`src/rtl/i2c_pkg.sv`:
```
// Shared definitions for the I2C master sequencer.
// Holds the sequencer state encoding, the quarter-bit phase encoding and the
// constants used for the transaction direction bit.
package i2c_pkg;

   // Sequencer states. The S_ prefix keeps them from colliding with the
   // START / ADDR port names of the top module.
   typedef enum logic [3:0] {
      S_IDLE,
      S_START,
      S_ADDR,
      S_ADDR_ACK,
      S_WR_BYTE,
      S_WR_ACK,
      S_RD_BYTE,
      S_RD_ACK,
      S_STOP
   } state_e;

   // Each bit on the bus is split into four equal quarters.
   // SCL is low in Q0 and Q3 and high in Q1 and Q2.
   typedef enum logic [1:0] {
      PH_Q0 = 2'd0,
      PH_Q1 = 2'd1,
      PH_Q2 = 2'd2,
      PH_Q3 = 2'd3
   } phase_e;

   // Value of the R/W bit that follows the 7-bit slave address.
   localparam logic RW_WRITE = 1'b0;
   localparam logic RW_READ  = 1'b1;

endpackage

```
`src/rtl/i2c_qdiv.sv`:
```
// Quarter-bit timing generator for the I2C master sequencer.
// Counts CLK_DIV clock cycles per quarter and steps a 2-bit phase Q0..Q3.
// Ports:
//   CLK, RESET : clock and synchronous active-high reset
//   EN         : advance the counter this cycle (low freezes count and phase)
//   CLR        : restart at the first cycle of Q0 (wins over EN)
//   QTICK      : high on the last cycle of the current quarter while EN is high
//   PHASE      : current quarter, 0..3
module i2c_qdiv #(
   parameter int CLK_DIV = 4
) (
   input  logic       CLK,
   input  logic       RESET,
   input  logic       EN,
   input  logic       CLR,
   output logic       QTICK,
   output logic [1:0] PHASE
);

   localparam int CW = (CLK_DIV > 1) ? $clog2(CLK_DIV) : 1;
   localparam logic [CW-1:0] LAST = CW'(CLK_DIV - 1);

   logic [CW-1:0] cnt_q, cnt_d;
   logic [1:0]    phase_q, phase_d;

   // Next count and phase. The tick is suppressed on a clear so the sequencer
   // never sees a quarter ending on a cycle that restarts the quarter.
   always_comb begin
      cnt_d   = cnt_q;
      phase_d = phase_q;
      QTICK   = EN & ~CLR & (cnt_q == LAST);
      if (CLR) begin
         cnt_d   = '0;
         phase_d = 2'd0;
      end else if (EN) begin
         if (cnt_q == LAST) begin
            cnt_d   = '0;
            phase_d = phase_q + 2'd1;
         end else begin
            cnt_d = cnt_q + 1'b1;
         end
      end
   end

   // Counter and phase registers.
   always_ff @(posedge CLK) begin
      if (RESET) begin
         cnt_q   <= '0;
         phase_q <= 2'd0;
      end else begin
         cnt_q   <= cnt_d;
         phase_q <= phase_d;
      end
   end

   assign PHASE = phase_q;

endmodule

```
`src/rtl/i2c_master_seq.sv`:
```
// Byte-level I2C master sequencer.
// Runs one complete transaction per accepted START: start condition, address
// byte with R/W bit, up to MAX_BYTES data bytes with ACK slots, stop condition.
// Ports:
//   CLK, RESET          : clock and synchronous active-high reset
//   ENB                 : global enable, low freezes all state and outputs
//   START, RW, ADDR     : transaction request, direction and 7-bit address
//   NBYTES              : data byte count, clamped to MAX_BYTES
//   WDATA/WVALID/WREADY : write byte handshake, one per written byte
//   RDATA/RVALID        : read byte and its one-cycle strobe
//   BUSY, DONE, NACK    : in progress, end-of-transaction pulse, sticky NACK
//   SCL, SDA_OE, SDA_IN : push-pull clock, SDA pull-low enable, sampled SDA
module i2c_master_seq
   import i2c_pkg::*;
#(
   parameter int CLK_DIV   = 4,
   parameter int MAX_BYTES = 4,
   parameter int CNT_W     = $clog2(MAX_BYTES + 1)
) (
   input  logic             CLK,
   input  logic             RESET,
   input  logic             ENB,
   input  logic             START,
   input  logic             RW,
   input  logic [6:0]       ADDR,
   input  logic [CNT_W-1:0] NBYTES,
   input  logic [7:0]       WDATA,
   input  logic             WVALID,
   output logic             WREADY,
   output logic [7:0]       RDATA,
   output logic             RVALID,
   output logic             BUSY,
   output logic             DONE,
   output logic             NACK,
   output logic             SCL,
   output logic             SDA_OE,
   input  logic             SDA_IN
);

   state_e           state_q, state_d;
   logic [7:0]       sh_q, sh_d;
   logic [2:0]       bit_q, bit_d;
   logic [CNT_W-1:0] rem_q, rem_d;
   logic             rw_q, rw_d;
   logic             ack_q, ack_d;
   logic             loaded_q, loaded_d;
   logic             rvalid_q, rvalid_d;
   logic [7:0]       rdata_q, rdata_d;
   logic             nack_q, nack_d;

   logic             qtick;
   logic [1:0]       phase_raw;
   phase_e           phase;
   logic             sample, bit_end, wready, load, div_en, div_clr;
   logic [CNT_W-1:0] nbytes_clamp;

   // Handshake and divider control. While the first write bit waits for data
   // the divider is frozen in Q0, so SCL stays low; the accepting cycle
   // restarts Q0 so the new SDA value appears at the start of a quarter.
   always_comb begin
      phase        = phase_e'(phase_raw);
      sample       = qtick & (phase == PH_Q1);
      bit_end      = qtick & (phase == PH_Q3);
      wready       = (state_q == S_WR_BYTE) & (bit_q == 3'd7) & ~loaded_q & (phase == PH_Q0);
      load         = ENB & wready & WVALID;
      div_en       = ENB & ~(wready & ~WVALID);
      div_clr      = ENB & ((state_q == S_IDLE) | load);
      nbytes_clamp = (NBYTES > CNT_W'(MAX_BYTES)) ? CNT_W'(MAX_BYTES) : NBYTES;
   end

   i2c_qdiv #(
      .CLK_DIV (CLK_DIV)
   ) u_qdiv (
      .CLK   (CLK),
      .RESET (RESET),
      .EN    (div_en),
      .CLR   (div_clr),
      .QTICK (qtick),
      .PHASE (phase_raw)
   );

   // Next-state and datapath. Every change is qualified by a quarter tick, an
   // accepted START or an accepted write byte, all of which require ENB, so
   // holding ENB low freezes the whole sequencer. The address byte is loaded
   // into the shifter at acceptance so it is ready on the first ADDR quarter.
   always_comb begin
      state_d  = state_q;
      sh_d     = sh_q;
      bit_d    = bit_q;
      rem_d    = rem_q;
      rw_d     = rw_q;
      ack_d    = ack_q;
      loaded_d = loaded_q;
      rvalid_d = rvalid_q & ~ENB;
      rdata_d  = rdata_q;
      nack_d   = nack_q;
      case (state_q)
         S_IDLE: begin
            if (ENB & START) begin
               state_d = S_START;
               rw_d    = RW;
               sh_d    = {ADDR, RW};
               rem_d   = nbytes_clamp;
               nack_d  = 1'b0;
            end
         end
         S_START: begin
            if (bit_end) begin
               state_d = S_ADDR;
               bit_d   = 3'd7;
            end
         end
         S_ADDR, S_WR_BYTE: begin
            if (load) begin
               sh_d     = WDATA;
               loaded_d = 1'b1;
            end
            if (bit_end) begin
               if (bit_q == 3'd0) begin
                  state_d = (state_q == S_ADDR) ? S_ADDR_ACK : S_WR_ACK;
               end else begin
                  bit_d = bit_q - 3'd1;
                  sh_d  = {sh_q[6:0], 1'b0};
               end
            end
         end
         S_ADDR_ACK, S_WR_ACK: begin
            if (sample) begin
               ack_d = SDA_IN;
            end
            if (bit_end) begin
               bit_d    = 3'd7;
               loaded_d = 1'b0;
               if (ack_q) begin
                  nack_d  = 1'b1;
                  state_d = S_STOP;
               end else if (state_q == S_WR_ACK) begin
                  rem_d   = rem_q - CNT_W'(1);
                  state_d = (rem_q == CNT_W'(1)) ? S_STOP : S_WR_BYTE;
               end else if (rem_q == '0) begin
                  state_d = S_STOP;
               end else begin
                  state_d = (rw_q == RW_READ) ? S_RD_BYTE : S_WR_BYTE;
               end
            end
         end
         S_RD_BYTE: begin
            if (sample) begin
               sh_d = {sh_q[6:0], SDA_IN};
            end
            if (bit_end) begin
               if (bit_q == 3'd0) begin
                  state_d  = S_RD_ACK;
                  rdata_d  = sh_q;
                  rvalid_d = 1'b1;
               end else begin
                  bit_d = bit_q - 3'd1;
               end
            end
         end
         S_RD_ACK: begin
            if (bit_end) begin
               rem_d   = rem_q - CNT_W'(1);
               bit_d   = 3'd7;
               state_d = (rem_q == CNT_W'(1)) ? S_STOP : S_RD_BYTE;
            end
         end
         S_STOP: begin
            if (bit_end) begin
               state_d = S_IDLE;
            end
         end
         default: state_d = S_IDLE;
      endcase
   end

   // State and datapath registers; reset aborts any transaction immediately.
   always_ff @(posedge CLK) begin
      if (RESET) begin
         state_q  <= S_IDLE;
         sh_q     <= '0;
         bit_q    <= '0;
         rem_q    <= '0;
         rw_q     <= RW_WRITE;
         ack_q    <= 1'b0;
         loaded_q <= 1'b0;
         rvalid_q <= 1'b0;
         rdata_q  <= '0;
         nack_q   <= 1'b0;
      end else begin
         state_q  <= state_d;
         sh_q     <= sh_d;
         bit_q    <= bit_d;
         rem_q    <= rem_d;
         rw_q     <= rw_d;
         ack_q    <= ack_d;
         loaded_q <= loaded_d;
         rvalid_q <= rvalid_d;
         rdata_q  <= rdata_d;
         nack_q   <= nack_d;
      end
   end

   // Bus pins and status. SCL follows the quarter phase; SDA is driven only
   // from the shifter, the master ACK decision or the start/stop shapes.
   // The write shifter is not driven onto SDA until a byte has been loaded.
   always_comb begin
      SCL    = 1'b1;
      SDA_OE = 1'b0;
      case (state_q)
         S_IDLE: begin
            SCL    = 1'b1;
            SDA_OE = 1'b0;
         end
         S_START: begin
            SCL    = (phase != PH_Q3);
            SDA_OE = (phase == PH_Q2) | (phase == PH_Q3);
         end
         S_STOP: begin
            SCL    = (phase != PH_Q0);
            SDA_OE = (phase == PH_Q0) | (phase == PH_Q1);
         end
         default: begin
            SCL = (phase == PH_Q1) | (phase == PH_Q2);
            case (state_q)
               S_ADDR:    SDA_OE = ~sh_q[7];
               S_WR_BYTE: SDA_OE = loaded_q & ~sh_q[7];
               S_RD_ACK:  SDA_OE = (rem_q > CNT_W'(1));
               default:   SDA_OE = 1'b0;
            endcase
         end
      endcase
      WREADY = wready;
      BUSY   = (state_q != S_IDLE);
      DONE   = (state_q == S_STOP) & bit_end;
      RVALID = rvalid_q;
      RDATA  = rdata_q;
      NACK   = nack_q;
   end

endmodule

```
`config.mk`:
```
export PLATFORM = sky130hd
export DESIGN_NAME = i2c_master_seq
export DESIGN_NICKNAME = d
export VERILOG_FILES = /design/src/rtl/i2c_pkg.sv /design/src/rtl/i2c_qdiv.sv /design/src/rtl/i2c_master_seq.sv
export SDC_FILE = /design/constraint.sdc
export NUM_CORES = 1
export LEC_CHECK = 0
export BUFFER_PORTS_ARGS = -buffer_cell sky130_fd_sc_hd__buf_2
export CORE_ASPECT_RATIO = 0.75
export CORE_MARGIN = 2
export CORE_UTILIZATION = 50
export DETAILED_ROUTE_END_ITERATION = 6
export PLACE_DENSITY = 0.76
export SLEW_MARGIN = 20
export SYNTH_ARGS = -nofsm -noshare
export SYNTH_HDL_FRONTEND = slang
export SYNTH_SLANG_ARGS = --single-unit
```
`constraint.sdc`:
```
create_clock -name CLK -period 1.9 [get_ports CLK]
set_input_delay 0.19 -clock CLK [delete_from_list [all_inputs] [get_ports CLK]]
set_output_delay 0.19 -clock CLK [all_outputs]
set_load 0.005 [all_outputs]
```
==> impl_metrics.json, run 1 <==
{
  "grt_pass1_wl_mm": 10.02,
  "num_vias": 2509,
  "worst_clock_skew_ns": 0.006341,
  "synth_edf_count": 0,
  "finalPower_mw": 2.955,
  "seq_area_frac_synth": 0.3134,
  "crit_fanout": 8,
  "cts_sinks": 35,
  "setup_viol": 4,
  "die-height_um": 61.91,
  "layout-drive-gt1-share": 0.3588,
  "grt_pass1_vias": 2080,
  "hold_viol_final": 0,
  "criticalPathCategory": "reg2reg",
  "status": "complete, but fails checks",
  "end_kind": "flip-flop",
  "grtUsageTotal": 0.2644,
  "drc": 0,
  "max_slew_margin": 0.5905,
  "drt_iter0_markers": 320,
  "synth-warning-count": 0,
  "fillers": 327,
  "cts_root_buffer": "clkbuf_8",
  "insertedDiodeCount": 0,
  "clk_pin_slew_ns": 0.07,
  "synth_top_flop_cell": "dfxtp_1",
  "start_util": 0.5096,
  "grt_max_degree": 24,
  "p_leak_nw": 1.343,
  "syn_area_per_cell_um2": 7.901,
  "worst_pin_slew_ns": 0.6116,
  "synthArstFlopShare": 0,
  "row_count": 21,
  "drv_cap": 0,
  "r2r_start": "state_q[2]$_SDFFE_PP0P_",
  "synth_top_area_share": 0.3134,
  "vdd_drop_max_uv": 484.7,
  "startpoint": "state_q[2]$_SDFFE_PP0P_",
  "cts_tree": "yes",
  "num-nets-final": 389,
  "viasPerCell": 6.105,
  "numPortBuffers": 39,
  "max_freq_mhz": 513.6,
  "crit_arrival_ns": 2.17,
  "yosys.cell_types.count": 50,
  "hold_slack_ns": 0.1468,
  "antenna_found_initial": 0,
  "hp-start": "RW",
  "placedCellCount": 396,
  "final_antenna_net_count": 0,
  "drt_pass1_iterations": 5,
  "gp_congestion": 0.8982,
  "wl_per_cell_um": 16.95,
  "clockBufferDepth": 2,
  "layout_common_cells": "nor2_1, buf_2, dfxtp_1",
  "syn_area_um2": 2236,
  "insertion_delay_ns": 0.30,
  "overflow": 0,
  "syn_nets": 319,
  "setup_ws_ns": -0.04695,
  "violations": "setup timing",
  "synthTopCellsByArea": "dfxtp_1, mux2i_1, nor2_1, ha_1, a21oi_1",
  "fin_crit_sh": 1.025,
  "hp-class": "in2reg",
  "start_kind": "flip-flop",
  "core_um2": 4388,
  "rsz0062_at_grt": "true",
  "dp_hpwl_mm": 4.600,
  "period_needed_ns": 1.947,
  "htreeDepth": 2,
  "yosys.area.top_type": "dfxtp_1",
  "cts_buffers": 5,
  "report.final.slew_viol_count": 0,
  "routed_wl_mm": 6.967,
  "ys_seq_elements": 35,
  "die_w_um": 81.22,
  "powerDensity_nw_per_um2": 958.1,
  "syn_inst": 283,
  "syn_to_final_growth_pct": 37.94,
  "fin_cells": 411,
  "die-area_um2": 5028,
  "worstPathRequired_ns": 2.12,
  "pin_count": 40
}
[path summary, 6_finish.rpt]
kind / slack, ns / cells past startpoint / end
worst max-delay path: -0.05 / 8 / sh_q[7]$_SDFFE_PP0P_
worst min-delay path: 0.15 / 3 / rw_q$_SDFFE_PP0P_
worst max register to register: -0.05 / 8 / sh_q[7]$_SDFFE_PP0P_
worst min register to register: 0.46 / 2 / RVALID$_SDFF_PP0_
[state kept, by name, summed over array words and instances (netlist names)]
signal / cells
RDATA: 8
sh_q: 8
state_q: 4
bit_q: 3
rem_q: 3
u_qdiv.PHASE: 2
u_qdiv.cnt_q: 2
NACK: 1
RVALID: 1
ack_q: 1
loaded_q: 1
rw_q: 1
[synthesized netlist by cell type (6+ instances only)]
master / n
clkbuf_1: 10
inv_1: 11
a21oi_1: 27
o21ai_0: 15
nor2_1: 45
dfxtp_1: 35
a22oi_1: 8
mux2i_1: 22
nor3_1: 7
nand3_1: 7
nand2_1: 17
a22o_1: 6
ha_1: 11
[logic make-up (layout without fill, tap and decap cells)]
logic type / count (synthesis) / in the layout / synth area share
multiplexers: 23 / 23 / 0.1035
XOR/XNOR: 2 / 2 / 0.007836
buffers and inverters: 27 / 98 / 0.05372
adder cells (fa/ha/maj): 11 / 11 / 0.06155
AND/OR/NAND/NOR: 103 / 103 / 0.2233
flip-flops: 35 / 35 / 0.3134
AO/OA/AOI/OAI: 82 / 82 / 0.2367
[worst max-delay path, stage by stage (launching register included)]
cell and delay [ns]:
dfxtp_1 0.32, buf_4 0.17, nor4_4 0.29, buf_4 0.18, a2111o_1 0.22, buf_6 0.18
nor2_1 0.05, a211o_1 0.28, a31oi_1 0.17
[where the power goes]
part           internal (mW)  switching [mW]
logic                  0.572           0.690
registers              0.837           0.139
clock network          0.425           0.292
[metal layers]
| layer | part of all wire | global-route usage | vias to the layer above |
|---|---|---|---|
| met1 | 0.44 | 0.3684 | 1175 |
| met3 | 0.087 | 0.07081 | 20 |
| met4 | 0.024 | 0.09685 | 0 |
| li1 | - | - | 1166 |
| met2 | 0.45 | 0.3967 | 148 |
| met5 | 0 | 0 | - |
[through the flow]
stage / setup slack [ns] / utilization / setup TNS [ns] / area (um2)
6_report: -0.04695 / 0.7029 / -0.08630 / 3084
3_3_place_gp: 0.01447 / 0.6125 / 0 / 2688
4_1_cts: 0.003462 / 0.6567 / 0 / 2882
5_1_grt: -0.1132 / 0.7029 / -0.5750 / 3084
3_5_place_dp: -0.04610 / 0.6125 / -0.1666 / 2688
2_1_floorplan: -0.009488 / - / -0.02049 / 2256
[repair_timing]
item / 4_1_cts / 5_1_grt
gates cloned: 0 / 1
gates resized for setup: 20 / 47
buffers inserted: 3 / 3
hold buffers: 0 / 0
setup endpoints to repair: 9 / 28
pin swaps: 4 / 8
[final cells by class]
type,instances,area (um2),share of cell area
clock buffers,6,82.58,0.02677
clock inverters,2,35.03,0.01136
inverters,11,41.29,0.01339
multi-input cells,221,1583,0.5132
flip-flops and latches,35,709.4,0.2300
well taps,57,71.32,0.02312
repair buffers,79,561.8,0.1822
No activity file was read; power rests on OpenSTA's default activity.
==> run 2: changes to the inputs <==
Settings changed: BUFFER_PORTS_ARGS -buffer_cell sky130_fd_sc_hd__buf_2 to unset, CORE_UTILIZATION 50 to 57, DONT_BUFFER_PORTS set to 1, PLACE_DENSITY 0.76 to 0.75.
==> run 2 against run 1 <==
  * The run still ends with setup timing left
  * Via count decreased by 10%
  * Core utilization increased by 4.8 points
  * Clock power about the same
  * Critical endpoint is now sh_q[4]$_SDFFE_PP0P_
  * Sequential share of layout area increased by 2.3 points
  * First-iteration DRC count decreased by 38%
  * Critical path depth decreased by 2
  * Critical path type unchanged
  * Final cell count decreased by 10%
  * Power decreased by 7.9%
==> impl_metrics.json, run 2 (synthesized netlist as in run 1, its figures left out) <==
{
  "worst_clock_skew_ns": 0.005600,
  "fin_crit_sh": 1.014,
  "drc": 0,
  "routed_wl_mm": 6.411,
  "crit_arrival_ns": 2.12,
  "core_um2": 3709,
  "htreeDepth": 2,
  "reg2reg_depth": 6,
  "fin_cells": 369,
  "insertion_delay_ns": 0.30,
  "switching_power_mw": 1.011,
  "clockPowerShare": 0.264,
  "report.final.slew_viol_count": 0,
  "num_vias": 2259,
  "grtUsageTotal": 0.2814,
  "die_w_um": 76.32,
  "end_kind": "flip-flop",
  "grt_pass1_vias": 2017,
  "die-area_um2": 4445,
  "setup_viol": 2,
  "insertedDiodeCount": 0,
  "cts_tree": "yes",
  "reg2reg_slack_ns": -0.03,
  "cts_buffers": 5,
  "pin_count": 40,
  "rsz0062_at_grt": "true",
  "start_kind": "flip-flop",
  "gp_congestion": 0.9429,
  "num-nets-final": 352,
  "drv_cap": 0,
  "start_util": 0.6029,
  "seqPwrFrac": 0.351,
  "finalPower_mw": 2.722,
  "clockBufferDepth": 2,
  "clk_pin_slew_ns": 0.08,
  "p_int_mw": 1.711,
  "drt_iter0_markers": 198,
  "antenna_found_initial": 0,
  "worst_pin_slew_ns": 0.7902,
  "die-height_um": 58.24,
  "max_freq_mhz": 518.9,
  "grt_pass1_wl_mm": 9.729,
  "syn_to_final_growth_pct": 24.57,
  "criticalPathCategory": "reg2reg",
  "cts_sinks": 35,
  "row_count": 19,
  "r2r_start": "state_q[1]$_SDFFE_PP0P_",
  "vdd_drop_max_uv": 673.3,
  "max_slew_margin": 0.4715,
  "crit_fanout": 9,
  "viasPerCell": 6.122,
  "layout-drive-gt1-share": 0.2461,
  "dp_hpwl_mm": 4.191,
  "period_needed_ns": 1.927,
  "placedCellCount": 352,
  "postLayoutCoreUtil": 0.7510,
  "layout_common_cells": "nor2_1, buf_4, dfxtp_1",
  "min_to": "rw_q$_SDFFE_PP0P_",
  "hold_viol_final": 0,
  "powerDensity_nw_per_um2": 977.2,
  "switching_share": 0.3713,
  "r2r_end": "sh_q[4]$_SDFFE_PP0P_",
  "cts_root_buffer": "clkbuf_8",
  "hp-start": "RW",
  "p_leak_nw": 1.156,
  "numPortBuffers": 0,
  "final_antenna_net_count": 0,
  "grt_max_degree": 19,
  "mostFrequentLayoutCell": "nor2_1",
  "hp-class": "in2reg",
  "violations": "setup timing",
  "overflow": 0,
  "startpoint": "state_q[1]$_SDFFE_PP0P_",
  "worstPathRequired_ns": 2.10,
  "min_path_cells": 2,
  "status": "complete, but fails checks",
  "setup_ws_ns": -0.02728,
  "wl_per_cell_um": 17.37,
  "combPwrFrac": 0.385,
  "drt_pass1_iterations": 5
}
run 2: cell count changes in the layout (fill, tap and decap cells not counted), moves of 2 or more:
cell     previous run  this run
buf_2              40         0
buf_4              25        36
buf_6              11         4
o21ai_1             2         7
o21ai_2             4         0
dfxtp_1            28        31
dfxtp_2             7         4
a21oi_1            26        24
a21oi_2             1         3
buf_8               2         0
ha_1                7         9
nor2_1             40        42
run 2: power groups by stage:
stage | Combinational [mW] | Sequential (mW) | Clock [mW]
2_1_floorplan | 0.701 | 0.925 | 0
3_3_place_gp | 0.908 | 0.955 | 0
3_5_place_dp | 0.922 | 0.957 | 0
4_1_cts | 0.951 | 0.944 | 0.716
5_1_grt | 1.14 | 0.974 | 0.740
6_report | 1.05 | 0.956 | 0.717
run 2: timing repair:
item | in CTS | in global routing
resized for setup | 10 | 27
setup endpoints to repair | 8 | 30
hold endpoints to repair | 18 | 0
pin swaps | 5 | 9
hold buffers | 1 | 0
setup buffers | 3 | 5
run 2: how the worst max path moves through the flow:
stage,slack [ns],to
3_3_place_gp,-0.007,sh_q[4]$_SDFFE_PP0P_
6_report,-0.03,sh_q[4]$_SDFFE_PP0P_
4_1_cts,-0.02,sh_q[4]$_SDFFE_PP0P_
2_1_floorplan,-0.009,sh_q[0]$_SDFFE_PP0P_
3_5_place_dp,-0.06,sh_q[5]$_SDFFE_PP0P_
5_1_grt,-0.07,sh_q[4]$_SDFFE_PP0P_
run 2: critical path, stage by stage, from the launching register on:
cell and delay, ns:
dfxtp_1 0.31, or4b_4 0.57, nor3_4 0.20, buf_12 0.18, mux2i_1 0.23, a21oi_1 0.11, a22o_1 0.22
run 2: area by class of cell:
class	instances	area (um2)
clock buffers	6	82.58
clock inverters	2	35.03
fillers	286	923.4
inverters	11	41.29
multi-input cells	221	1510
flip-flops and latches	35	705.7
well taps	52	65.06
repair buffers	42	345.3
run 2: per-stage QoR:
stage / instance area (um2) / hold slack, ns / setup TNS, ns / setup WS (ns)
floorplan: 2256 / 0.3260 / -0.02049 / -0.009488
global placement: 2486 / 0.2633 / -0.02370 / -0.006628
detailed placement: 2486 / 0.2662 / -0.2960 / -0.06298
CTS: 2668 / 0.02016 / -0.06858 / -0.01846
global route: 2785 / 0.03748 / -0.4380 / -0.06589
finish: 2785 / 0.02309 / -0.04025 / -0.02728
run 2: per-layer routing:
metal | up-vias | GRT usage | share of wire
met5 | - | 0 | 0
met1 | 1044 | 0.3946 | 0.45
met2 | 108 | 0.4298 | 0.45
li1 | 1095 | - | -
met3 | 12 | 0.06386 | 0.086
met4 | 0 | 0.1013 | 0.014
==> run 3: changes to the inputs <==
Settings changed: CELL_PAD_IN_SITES_DETAIL_PLACEMENT set to 0, CELL_PAD_IN_SITES_GLOBAL_PLACEMENT set to 1, CORE_UTILIZATION 57 to 46, PLACE_DENSITY 0.75 to unset, PLACE_DENSITY_LB_ADDON set to 0.1.
Clock period 1.9 ns to 2 ns, I/O delays scaled along.
==> run 3 against run 2 <==
  * The run now ends clean
  * Wire length shrank 2.3%
  * Power fell by 5.8%
  * Final area shrank 4.7%
  * Critical path type is now reg2out
  * Critical endpoint is now SDA_OE
==> impl_metrics.json, run 3 (synthesized netlist as in run 1, its figures left out) <==
{
  "status": "complete, no violations",
  "period_needed_ns": 1.941,
  "mostFrequentLayoutCell": "nor2_1",
  "routed_wl_mm": 6.265,
  "start_kind": "flip-flop",
  "p_leak_nw": 1.108,
  "max_slew_margin": 0.5000,
  "cts_tree": "yes",
  "overflow": 0,
  "cts_hold_buffers": 1,
  "placedCellCount": 355,
  "die-height_um": 64.38,
  "drc": 0,
  "report.final.slew_viol_count": 0,
  "r2r_start": "state_q[3]$_SDFFE_PP0P_",
  "syn_to_final_growth_pct": 18.75,
  "crit_end": "SDA_OE",
  "grtUsageTotal": 0.2337,
  "die_w_um": 84.51,
  "antenna_found_initial": 0,
  "core_um2": 4572,
  "startpoint": "state_q[3]$_SDFFE_PP0P_",
  "end_kind": "primary output",
  "hold_viol_final": 0,
  "crit_fanout": 14,
  "reg2reg_depth": 6,
  "cts_sinks": 35,
  "crit_arrival_ns": 1.74,
  "clockBufferDepth": 2,
  "grt_max_degree": 18,
  "htreeDepth": 2,
  "drt_pass1_iterations": 4,
  "layout_common_cells": "nor2_1, dfxtp_1, buf_4",
  "r2r_end": "state_q[0]$_SDFFE_PP0P_",
  "rsz0062_at_grt": "true",
  "dp_hpwl_mm": 4.536,
  "die-area_um2": 5440,
  "fillers": 428,
  "cts_buffers": 5,
  "fin_crit_sh": 0.9707,
  "worstPathRequired_ns": 1.80,
  "insertion_delay_ns": 0.30,
  "setup_viol": 0,
  "start_util": 0.4891,
  "powerDensity_nw_per_um2": 965.9,
  "insertedDiodeCount": 0,
  "design_area_um2": 2655,
  "num-nets-final": 343,
  "drt_iter0_markers": 149,
  "reg2reg_slack_ns": 0.08,
  "cts_root_buffer": "clkbuf_8",
  "final_antenna_net_count": 0,
  "clk_pin_slew_ns": 0.08,
  "worst_pin_slew_ns": 0.7475,
  "crit_path_cell_trace": "buf_4 > or2_2 > buf_4 > o21ai_0 > o21ai_0 > o221ai_1",
  "drv_cap": 0,
  "slowest_delay_ns": 0.32,
  "grt_pass1_vias": 1947,
  "grt_pass1_wl_mm": 9.949,
  "worst_clock_skew_ns": 0.004503,
  "gp_congestion": 0.8663,
  "crit_slowest_cell": "dfxtp_1",
  "num_vias": 2160,
  "hp-class": "in2reg",
  "placed_cell_area_um2": 2486,
  "fin_cells": 365,
  "tns_ns": 0,
  "max_freq_mhz": 515.1,
  "numPortBuffers": 0,
  "layout-drive-gt1-share": 0.1623,
  "criticalPathCategory": "reg2out",
  "vdd_drop_max_uv": 475.5,
  "row_count": 21,
  "wl_per_cell_um": 17.16,
  "viasPerCell": 5.918,
  "pin_count": 40
}
## run 3: power by group
group / switching (mW) / internal [mW]
combinational: 0.541 / 0.437
sequential: 0.117 / 0.792
clock: 0.274 / 0.403
## run 3: area by class of cell
type,count,area [um2],area share
clock buffers,6,82.58,0.03110
clock inverters,2,35.03,0.01320
inverters,11,41.29,0.01555
multi-input cells,221,1439,0.5419
flip-flops and latches,35,703.2,0.2648
well taps,57,71.32,0.02686
repair buffers,33,282.8,0.1065
## run 3: routing by layer
layer,GRT usage,part of all wire,up-vias
met5,0,0,-
met4,0.04762,0.011,0
met3,0.05814,0.059,8
met2,0.3209,0.40,56
met1,0.3630,0.53,1019
li1,-,-,1077
## run 3: how the worst min path moves through the flow
stage	from	end	slack, ns	cells past startpoint
after floorplan	RW	rw_q$_SDFFE_PP0P_	0.34	2
after global placement	RESET	rw_q$_SDFFE_PP0P_	0.27	1
after detailed placement	RESET	RDATA[6]$_SDFFE_PP0P_	0.28	1
after CTS	RESET	state_q[1]$_SDFFE_PP0P_	0.0007	1
after global routing	RESET	state_q[1]$_SDFFE_PP0P_	-0.0003	1
final	RESET	state_q[1]$_SDFFE_PP0P_	0.009	1
## run 3: stage by stage
stage          hold WS [ns]  setup slack, ns    util  total power, mW
6_report           0.008830          0.05854  0.5807            2.565
5_1_grt          -0.0003284         -0.02698  0.5807            2.733
4_1_cts           0.0007119         0.005165  0.5717            2.507
3_5_place_dp         0.2774          0.01975  0.5438            1.819
3_3_place_gp         0.2733          0.01797  0.5438            1.812
2_1_floorplan        0.3360        -0.007338       -            1.532
## run 3: worst max-delay path: cells and delay by family (launching register included)
kind	cells	cell delay [ns]
flops	1	0.32
compound gates	3	0.50
buf+inv	2	0.34
simple gates	1	0.29
## run 3: what timing repair did
item | CTS | global route
endpoints found under the setup margin | 0 | 17
buffers inserted | 0 | 1
hold endpoints to repair | 17 | 1
resized for setup | 0 | 10
